File: config.mk
export PLATFORM = sky130hd
export DESIGN_NAME = fc_layer_seq
export DESIGN_NICKNAME = d
export VERILOG_FILES = /design/src/rtl/fc_layer_seq.sv
export SDC_FILE = /design/constraint.sdc
export NUM_CORES = 2
export LEC_CHECK = 0
export BUFFER_PORTS_ARGS = -buffer_cell sky130_fd_sc_hd__buf_2
export CAP_MARGIN = 25
export CELL_PAD_IN_SITES_DETAIL_PLACEMENT = 1
export CELL_PAD_IN_SITES_GLOBAL_PLACEMENT = 1
export CORE_MARGIN = 3
export CORE_UTILIZATION = 38
export DETAILED_ROUTE_END_ITERATION = 6
export PLACE_DENSITY_LB_ADDON = 0.25
export REMOVE_ABC_BUFFERS = 1
export SYNTH_ARGS = -nofsm -noshare
export SYNTH_HDL_FRONTEND = slang
export SYNTH_SLANG_ARGS = --single-unit
File: constraint.sdc
create_clock -name clk -period 18.9 [get_ports clk]
set_input_delay 1.89 -clock clk [delete_from_list [all_inputs] [get_ports clk]]
set_output_delay 1.89 -clock clk [all_outputs]
set_load 0.05 [all_outputs]
File: src/rtl/fc_layer_seq.sv
// fc_layer_seq: sequential fully-connected layer, y[o] = act(sum_i x[i]*W[i][o] + b[o]).
// One multiply-accumulate per cycle. x comes from an activation RAM and W/b from a
// weight ROM, both with one cycle of read latency. The block is chained to its
// neighbours with a 4-phase start/done handshake.
//
// Handshake: a run is accepted when start_i is high in IDLE. start_i is ignored
// while busy_o is high. done_o stays high until start_i is seen low, so a new run
// needs start_i low for at least one cycle and then high again.
//
// Ports:
//   clk, reset   clock; synchronous active-high reset
//   start_i      level run request
//   w_base_i     ROM base address of this layer, sampled when a run is accepted
//   in_addr_o    activation RAM read address; in_data_i returns one cycle later
//   w_addr_o     weight ROM read address; w_data_i returns one cycle later
//   busy_o       high in every state except IDLE and DONE
//   done_o       high in DONE
//   y_out_o      y[o] at bits [o*DATA_W +: DATA_W], updated only when a run completes
//   state_o      current FSM state (debug)
//
// Build option: define FC_LAYER_RELU_EN to clamp negative outputs to zero (ReLU).
// Without it the outputs are the signed saturated sums (linear layer).
module fc_layer_seq #(
    parameter int NUM_INPUTS  = 20,
    parameter int NUM_OUTPUTS = 7,
    parameter int DATA_W      = 32,
    parameter int FRAC_W      = 16,
    parameter int ACC_W       = 40,
    parameter int IN_ADDR_W   = 5,
    parameter int W_ADDR_W    = 15
) (
    input  logic                          clk,
    input  logic                          reset,
    input  logic                          start_i,
    input  logic [W_ADDR_W-1:0]           w_base_i,
    output logic [IN_ADDR_W-1:0]          in_addr_o,
    input  logic [DATA_W-1:0]             in_data_i,
    output logic [W_ADDR_W-1:0]           w_addr_o,
    input  logic [DATA_W-1:0]             w_data_i,
    output logic                          busy_o,
    output logic                          done_o,
    output logic [NUM_OUTPUTS*DATA_W-1:0] y_out_o,
    output logic [2:0]                    state_o
);

    localparam int I_W   = (NUM_INPUTS > 1) ? $clog2(NUM_INPUTS) : 1;
    localparam int K_W   = $clog2(NUM_OUTPUTS + 1);
    localparam int EXT_W = (2 * DATA_W > ACC_W) ? 2 * DATA_W : ACC_W;

    localparam logic [I_W-1:0] I_LAST = I_W'(NUM_INPUTS - 1);
    localparam logic [K_W-1:0] K_LAST = K_W'(NUM_OUTPUTS);

    localparam logic signed [ACC_W-1:0]  ACC_MAX = {1'b0, {(ACC_W - 1){1'b1}}};
    localparam logic signed [ACC_W-1:0]  ACC_MIN = {1'b1, {(ACC_W - 1){1'b0}}};
    localparam logic signed [DATA_W-1:0] D_MAX   = {1'b0, {(DATA_W - 1){1'b1}}};
    localparam logic signed [DATA_W-1:0] D_MIN   = {1'b1, {(DATA_W - 1){1'b0}}};
    localparam logic signed [ACC_W-1:0]  Y_MAX   = ACC_W'(D_MAX);
    localparam logic signed [ACC_W-1:0]  Y_MIN   = ACC_W'(D_MIN);

    typedef enum logic [2:0] {
        S_IDLE, S_CLEAR, S_FETCH_X, S_MAC, S_BIAS, S_DONE
    } state_t;

    state_t                    state_q, state_d;
    logic [I_W-1:0]            i_q, i_d;
    logic [K_W-1:0]            k_q, k_d;
    logic [DATA_W-1:0]         x_q, x_d;
    logic [W_ADDR_W-1:0]       base_q, base_d;
    logic signed [ACC_W-1:0]   acc_q [NUM_OUTPUTS];
    logic signed [ACC_W-1:0]   acc_d [NUM_OUTPUTS];
    logic [NUM_OUTPUTS*DATA_W-1:0] y_q, y_d;
    // Address holding registers: addresses keep their last value in cycles
    // where no new read is issued.
    logic [IN_ADDR_W-1:0]      in_addr_q, in_addr_d;
    logic [W_ADDR_W-1:0]       w_addr_q, w_addr_d;

    logic                      acc_en;
    logic                      y_load;
    logic signed [ACC_W-1:0]   addend;

    // Datapath terms: full-width product, arithmetic shift back to the Q format,
    // then sign-extend or truncate to the accumulator width.
    logic signed [2*DATA_W-1:0] prod;
    logic signed [EXT_W-1:0]    prod_ext;
    logic signed [ACC_W-1:0]    prod_term;
    logic signed [ACC_W-1:0]    bias_term;
    logic [W_ADDR_W-1:0]        mac_addr;
    logic [W_ADDR_W-1:0]        bias_addr;

    assign prod      = $signed(x_q) * $signed(w_data_i);
    assign prod_ext  = EXT_W'(prod);
    assign prod_term = ACC_W'(prod_ext >>> FRAC_W);
    assign bias_term = ACC_W'($signed(w_data_i));

    // Weights are stored row-major by input; biases follow the last row.
    // Both sums wrap modulo 2^W_ADDR_W.
    assign mac_addr  = base_q + W_ADDR_W'(i_q) * W_ADDR_W'(NUM_OUTPUTS) + W_ADDR_W'(k_q);
    assign bias_addr = base_q + W_ADDR_W'(NUM_INPUTS * NUM_OUTPUTS) + W_ADDR_W'(k_q);

    function automatic logic signed [ACC_W-1:0] sat_add(
        input logic signed [ACC_W-1:0] a,
        input logic signed [ACC_W-1:0] b
    );
        logic [ACC_W:0] s;
        s = {a[ACC_W-1], a} + {b[ACC_W-1], b};
        // The two top bits disagree only on signed overflow; the top bit gives the direction.
        if (s[ACC_W] != s[ACC_W-1]) begin
            sat_add = s[ACC_W] ? ACC_MIN : ACC_MAX;
        end else begin
            sat_add = s[ACC_W-1:0];
        end
    endfunction

    function automatic logic [DATA_W-1:0] to_y(input logic signed [ACC_W-1:0] a);
        logic [DATA_W-1:0] r;
        if (a > Y_MAX) begin
            r = D_MAX;
        end else if (a < Y_MIN) begin
            r = D_MIN;
        end else begin
            r = a[DATA_W-1:0];
        end
`ifdef FC_LAYER_RELU_EN
        if (a[ACC_W-1]) begin
            r = '0;
        end
`endif
        return r;
    endfunction

    always_comb begin
        state_d   = state_q;
        i_d       = i_q;
        k_d       = k_q;
        x_d       = x_q;
        base_d    = base_q;
        y_d       = y_q;
        in_addr_d = in_addr_q;
        w_addr_d  = w_addr_q;
        acc_en    = 1'b0;
        y_load    = 1'b0;
        addend    = '0;
        for (int o = 0; o < NUM_OUTPUTS; o++) begin
            acc_d[o] = acc_q[o];
        end

        case (state_q)
            S_IDLE: begin
                in_addr_d = '0;
                w_addr_d  = '0;
                if (start_i) begin
                    state_d = S_CLEAR;
                    base_d  = w_base_i;
                end
            end
            S_CLEAR: begin
                in_addr_d = '0;
                w_addr_d  = '0;
                i_d       = '0;
                k_d       = '0;
                for (int o = 0; o < NUM_OUTPUTS; o++) begin
                    acc_d[o] = '0;
                end
                state_d = S_FETCH_X;
            end
            S_FETCH_X: begin
                in_addr_d = IN_ADDR_W'(i_q);
                k_d       = '0;
                state_d   = S_MAC;
            end
            S_MAC: begin
                // k=0 captures x; each later step consumes the weight addressed one cycle earlier.
                if (k_q == '0) begin
                    x_d = in_data_i;
                end else begin
                    acc_en = 1'b1;
                    addend = prod_term;
                end
                if (k_q != K_LAST) begin
                    w_addr_d = mac_addr;
                    k_d      = k_q + 1'b1;
                end else begin
                    k_d = '0;
                    if (i_q == I_LAST) begin
                        state_d = S_BIAS;
                    end else begin
                        i_d     = i_q + 1'b1;
                        state_d = S_FETCH_X;
                    end
                end
            end
            S_BIAS: begin
                if (k_q != '0) begin
                    acc_en = 1'b1;
                    addend = bias_term;
                end
                if (k_q != K_LAST) begin
                    w_addr_d = bias_addr;
                    k_d      = k_q + 1'b1;
                end else begin
                    k_d     = '0;
                    y_load  = 1'b1;
                    state_d = S_DONE;
                end
            end
            S_DONE: begin
                in_addr_d = '0;
                w_addr_d  = '0;
                if (!start_i) begin
                    state_d = S_IDLE;
                end
            end
            default: begin
                state_d = S_IDLE;
            end
        endcase

        if (acc_en) begin
            for (int o = 0; o < NUM_OUTPUTS; o++) begin
                if (k_q == K_W'(o + 1)) begin
                    acc_d[o] = sat_add(acc_q[o], addend);
                end
            end
        end

        // Outputs are taken from the post-update accumulators so the last bias add is included.
        if (y_load) begin
            for (int o = 0; o < NUM_OUTPUTS; o++) begin
                y_d[o*DATA_W +: DATA_W] = to_y(acc_d[o]);
            end
        end
    end

    always_ff @(posedge clk) begin
        if (reset) begin
            state_q   <= S_IDLE;
            i_q       <= '0;
            k_q       <= '0;
            x_q       <= '0;
            base_q    <= '0;
            y_q       <= '0;
            in_addr_q <= '0;
            w_addr_q  <= '0;
            for (int o = 0; o < NUM_OUTPUTS; o++) begin
                acc_q[o] <= '0;
            end
        end else begin
            state_q   <= state_d;
            i_q       <= i_d;
            k_q       <= k_d;
            x_q       <= x_d;
            base_q    <= base_d;
            y_q       <= y_d;
            in_addr_q <= in_addr_d;
            w_addr_q  <= w_addr_d;
            for (int o = 0; o < NUM_OUTPUTS; o++) begin
                acc_q[o] <= acc_d[o];
            end
        end
    end

    assign in_addr_o = in_addr_d;
    assign w_addr_o  = w_addr_d;
    assign busy_o    = (state_q != S_IDLE) && (state_q != S_DONE);
    assign done_o    = (state_q == S_DONE);
    assign y_out_o   = y_q;
    assign state_o   = state_q;

endmodule
=== After elaboration in Yosys (flattened, before gate mapping) ===
Memories as Yosys holds them, arrays and structs flattened.
Cells that the tools add are included.

* Output and inout port bits: 249
* Bits of input ports: 82
* Bits in registers: 302
* Memories: 1
* Logic and storage cells: 156
* RAM bits: 280

{| class="wikitable"
|+ Memories
! name !! words !! width !! read ports !! clocked after Yosys merged registers in !! wr ports !! line !! RTL
|-
| acc_q || 7 || 40 || 7 || 0 || 7 || 69 || <nowiki>logic signed [ACC_W-1:0] acc_q [NUM_OUTPUTS];</nowiki>
|}

* Bitwise gates (word level): 7
* Order comparisons: 14
* Equal/unequal tests: 27
* Multipliers: 2
* Reductions and logical operators: 14
* Muxes and demuxes: 70
* Add/sub/neg operators: 13

{| class="wikitable"
|+ Operator list
! operator !! number
|-
| 40-bit 2-to-1 mux || 30
|-
| 280-bit 2-to-1 mux || 2
|-
| 32-bit 2-to-1 mux || 14
|-
| 40-bit by 40-bit adder with 41-bit output || 7
|-
| 40-bit by 32-bit greater-than comparator with 1-bit output (second input constant) || 7
|-
| 40-bit by 32-bit less-than comparator with 1-bit output (second input constant) || 7
|-
| 40-bit one-hot mux with 2 select lines || 1
|-
| 32-bit by 32-bit multiplier with 56-bit output || 1
|-
| 15-bit one-hot mux with 3 select lines || 1
|-
| 15-bit by 3-bit adder with 15-bit output || 2
|-
| 15-bit 2-to-1 mux || 2
|-
| 5-bit one-hot mux with 2 select lines || 2
|-
| 3-bit equality test (second input constant) || 6
|-
| 3-bit 2-to-1 mux || 6
|-
| 3-bit one-hot mux with 6 select lines || 1
|-
| 15-bit by 8-bit adder with 15-bit output || 1
|-
| 15-bit by 8-bit adder with 15-bit output (second input constant) || 1
|-
| 3-bit by 2-bit equality test with 1-bit output (second input constant) || 4
|-
| 5-bit 2-to-1 mux || 2
|-
| 2-bit inequality test (second input constant) || 5
|-
| 5-bit by 3-bit multiplier with 8-bit output (second input constant) || 1
|-
| 1-bit 2-to-1 mux || 7
|-
| 1-bit inequality test || 7
|-
| 1-bit bitwise OR || 7
|-
| 16 further kinds || 23
|}

=== Longest topological paths before layout ===
* Depth in word-level cells: 11
* Depth in mapped cells: 52
* Mapped depth without buffers: 49

=== Worst setup path after synthesis ===
Ideal clock, no wire load.

* Path type: input to register
* Start point: in w_data_i[8]
* End point: reg y_q[10], in the netlist y_out_o[10]
* Arrival time: 13539 ps
* Setup time: 136 ps
* Data required time: 18764 ps
* Stages: 49
* Setup slack: 5225 ps
* Path buffers: 3
* Cell sequence: clkbuf_1 nand2_1 fa_1 inv_1 fa_1 fa_1 inv_1 fa_1 inv_1 fa_1 inv_1 fa_1 inv_1 fa_1 fa_1 ha_1 a21o_1 a21o_1 (+13 left out) a31o_1 o211a_1 o21ai_0 a31o_2 a21o_1 xor2_1 ha_1 clkbuf_1 clkinv_1 nand3_1 o311ai_0 a211oi_1 nand2_1 nor4_1 nand4_1 nand2_1 clkbuf_1 o32ai_1

* Cells in the longest elaborated chain, start to end: 11
* Elaborated cells between the ends (all ways): 14
* Classes of those cells: 1 x add/sub; 1 x mul; 2 x order compare; 1 x eq/ne; 9 x mux

{| class="wikitable"
|+ Ends and longest elaborated chain
! element !! line !! RTL
|-
| start, declared || 39 || <nowiki>input logic [DATA_W-1:0] w_data_i,</nowiki>
|-
| 32-bit by 32-bit multiplier with 56-bit output || 90 || <nowiki>assign prod = $signed(x_q) * $signed(w_data_i);</nowiki>
|-
| 40-bit 2-to-1 mux || 173 || <nowiki>if (k_q == '0) begin</nowiki>
|-
| 40-bit one-hot mux with 2 select lines * || 147 || <nowiki>case (state_q)</nowiki>
|-
| 40-bit by 40-bit adder with 41-bit output * || 105 || <nowiki>s = {a[ACC_W-1], a} + {b[ACC_W-1], b};</nowiki>
|-
| 40-bit 2-to-1 mux / 1-bit inequality test (equally long branches) || 108, 107 ||
|-
| 40-bit 2-to-1 mux * || 107 || <nowiki>if (s[ACC_W] != s[ACC_W-1]) begin</nowiki>
|-
| 40-bit 2-to-1 mux * || 220 || <nowiki>if (k_q == K_W'(o + 1)) begin</nowiki>
|-
| 280-bit 2-to-1 mux * || 218 || <nowiki>if (acc_en) begin</nowiki>
|-
| 40-bit by 32-bit less-than comparator with 1-bit output || 118 || <nowiki>end else if (a < Y_MIN) begin</nowiki>
|-
| 32-bit 2-to-1 mux || 118 ||
|-
| 32-bit 2-to-1 mux * || 116 || <nowiki>if (a > Y_MAX) begin</nowiki>
|-
| end signal, assigned || 253 || <nowiki>y_q <= y_d;</nowiki>
|-
| end, declared || 71 || <nowiki>logic [NUM_OUTPUTS*DATA_W-1:0] y_q, y_d;</nowiki>
|}

Mark *: on every way between the ends. The rest lies on a longest branch, timed or not.
A chain may end at the register's enable or synchronous reset.

=== Worst setup path after layout ===
* Start point: in w_data_i[2]
* End point: reg y_q[131], in the netlist y_out_o[131]

The elaborated chain is that of the path after synthesis.

==> results by group <==
Outcome
  • Status: finished, final reports clean

CTS
  • Clk_lat worst skew: approximately 0.73 ns
  • Post_cts resized: 0
  • H-tree Lvls: 3
  • CTS buffer count: between 70 and 80
  • Cts hold-fix bufs: 0
  • Clk slew on worst S/H paths: around 0.060 ns
  • CTS tree: yes
  • Postcts setup bufs: 0
  • Clock root buffer master: clkbuf_16
  • Clk sinks: approximately 580
  • Worst-case clock buffer depth: 3

Setup path
  • Critical Path Fanout Max: 36
  • Startpoint class of the critical path: primary input
  • Crit path kind: primary input to flop
  • Slowest-stage cell, CP: o21ai_4
  • R2R Setup Slk: between 4 and 5 ns
  • CP dominant cell by count: fa_1
  • Crit end category: flop
  • Max incr delay on CP: around 0.86 ns
  • Worst EP required: 19.43 ns
  • Crit path DAT: ~16 ns

Synth
  • Synth cell count leaders: nand2_1, inv_1, fa_1
  • Distinct cells, synth: about 110
  • Ranking of synthesized cells by area: fa_1, dfxtp_1, ha_1
  • EDFF count, synth: 0
  • Top FF cell, synth: dfxtp_1
  • Ys Warns: 0
  • Synthesized area: around 0.074 mm^2
  • FF+latch count, synth: 582
  • Post-synth top area cell: fa_1
  • Syn_area_per_cell: roughly 8.3 um^2
  • Seq/Total Area, Yosys: 0.1571
  • Post-synth top area share: 0.2699
  • Async S/R FF share, synth: 0
  • Synthesized netlist cell count: between 8000 and 9000
  • Most numerous cell in the Yosys netlist: nand2_1

Drt
  • DR vias/cell: 5.628
  • Drt total wl: around 270000 um
  • Drc violations: 0
  • Starting DRC count in detailed routing: 3744
  • Post-route ant nets: 0
  • DR vias: 64900
  • DR WL/cell: 23.63 um
  • DR pass1 iterations: 5

Power and ir drop
  • Leakage: 37.30 nW
  • Pwr Density: 45.64 mW/mm^2
  • Design Power: about 0.0037 W
  • Maximum VDD drop: 0.06189 mV

STA
  • Setup violations, final: 0
  • Setup_tns: 0 ns
  • Slew HR: 0.2588
  • Crit path time final: 15.61 ns
  • Worst slew pin tran: ~1.1 ns
  • Clock Skew: between 0.06 and 0.07 ns
  • Highest Clock Rate: between 0.06 and 0.07 GHz
  • RSZ-0062 raised after global routing: false
  • Setup ws final: ~3.3 ns
  • Final hold vios: 0
  • Crit share post-route: 0.8259
  • Pins Over Slew Limit: 0

Floorplanning
  • Initial Util: 0.3839
  • Row cnt: approximately 160
  • Core Area: ~0.19 mm^2
  • Die width: between 400 and 500 um
  • I/O pin cnt: approximately 330
  • Die ar.: 0.2005 mm^2
  • Die height: approximately 450 um

Placement
  • Pre-CTS WS: approximately 2.6 ns
  • RePlAce Congestion: about 0.91
  • Count of input and output buffers: 330
  • DP Wirelength: a little over 200000 um
  • Placed cell area: about 0.078 mm^2

Layout
  • Area occupied by multi-input gates: roughly 0.057 mm^2
  • Reg area: ~0.012 mm^2
  • Util after Layout: 0.4199
  • Synth-to-layout area growth: 9.359%
  • Share of cells above drive strength 1: 0.08434
  • Fin area: approximately 0.08 mm^2
  • Nets: 10510
  • Fill count: about 23000

GRT
  • Total GRT Usage: 0.2717
  • Initial antenna violation count: 22
  • Largest net degree at the start of global routing: ~110
  • Number of global-route vias before repair: between 70000 and 80000
  • Global route total overflow: 0
  • First-pass GRT wire length: between 400000 and 500000 um

Worst hold path
  • Worst hold-check path type: flop to flop

Job
  • Max Cap Viol: 0
==> kinds of logic after synthesis <==
kind of cell	synth area share
AO/OA/AOI/OAI	0.1827
adder cells (fa/ha/maj)	0.3538
multiplexers	0.001839
XOR/XNOR	0.03281
AND/OR/NAND/NOR	0.1936
buffers and inverters	0.07826
flip-flops	0.1571
==> power by group <==
group,total [W],internal (W),switching (W)
Combinational,0.000900,0.000333,0.000567
Clock,0.00156,0.000880,0.000681
Sequential,0.00124,0.00123,0.00000800
Total,0.00370,0.00245,0.00126
==> layer usage <==
| metal | up-vias | global-route usage | share of wire |
|---|---|---|---|
| met4 | 2 | 0.1247 | 0.051 |
| met5 | - | 0 | 0.000048 |
| li1 | 29660 | - | - |
| met2 | 1460 | 0.4643 | 0.48 |
| met3 | 438 | 0.03170 | 0.043 |
| met1 | 33340 | 0.3430 | 0.42 |
==> worst max-delay path: cells and delay by family <==
kind	cells	cell delay, ns
XOR/XNOR	2	0.29
buffers and inverters	6	1.85
AO/OA/AOI/OAI	17	4.46
AND/OR/NAND/NOR	9	2.55
adder cells (fa/ha/maj)	11	5.03
==> layout make-up <==
| cell class | count | area share |
|---|---|---|
| multi-input cells | 6798 | 0.7026 |
| flip-flops and latches | 582 | 0.1437 |
| inverters | 1014 | 0.04692 |
| well taps | 2526 | 0.03897 |
| repair buffers | 467 | 0.03512 |
| clock buffers | 95 | 0.02517 |
| clock inverters | 43 | 0.007389 |
| diodes | 6 | 0.0001851 |
==> sequential cells by signal, indices dropped and copies added, names as in the netlist <==
name and cells:
base_q 15, y_out_o 224, k_q 3, i_q 5, x_q 32, state_o 3, in_addr_q 5, w_addr_q 15
acc_q 280
==> per-stage QoR <==
stage               hold slack, ns  instances
floorplan                   0.4303       8394
global placement            0.4428      11370
detailed placement          0.4512      11380
CTS                         0.4605      11520
global route                0.4810      11530
finish                      0.4582      11530
==> final timing paths <==
kind | from | end | cells past startpoint
max | w_data_i[2] | y_out_o[131]$_SDFFE_PP0P_ | 45
min | x_q[26]$_SDFFE_PP0P_ | x_q[26]$_SDFFE_PP0P_ | 2
max reg2reg | x_q[6]$_SDFFE_PP0P_ | y_out_o[131]$_SDFFE_PP0P_ | 48
min reg2reg | x_q[26]$_SDFFE_PP0P_ | x_q[26]$_SDFFE_PP0P_ | 2
==> placed cells by master (no fill, tap or decap), types with 25 or more instances in the layout <==
| cell | count |
|---|---|
| nand4_1 | 46 |
| or2_2 | 36 |
| o21ai_1 | 44 |
| a22o_1 | 25 |
| o32ai_2 | 28 |
| a21o_1 | 167 |
| ha_1 | 493 |
| and2_1 | 527 |
| a22oi_1 | 31 |
| a31oi_1 | 57 |
| a211o_1 | 53 |
| buf_2 | 329 |
| o21bai_1 | 70 |
| fa_1 | 1000 |
| a21oi_1 | 517 |
| or3_1 | 84 |
| nor3_1 | 82 |
| xor2_1 | 92 |
| o32ai_1 | 129 |
| xnor2_1 | 183 |
| buf_4 | 127 |
| nand2_1 | 1090 |
| nand2b_1 | 51 |
| inv_1 | 1012 |
| dfxtp_1 | 581 |
| clkbuf_16 | 75 |
| nand3_1 | 104 |
| and3_1 | 66 |
| nor2_1 | 680 |
| nor2b_1 | 145 |
| o22ai_1 | 31 |
| a211oi_1 | 66 |
| o21ai_0 | 346 |
| o211ai_1 | 40 |
| o21a_1 | 69 |
Note: power is estimated with default switching activity, not from simulation.
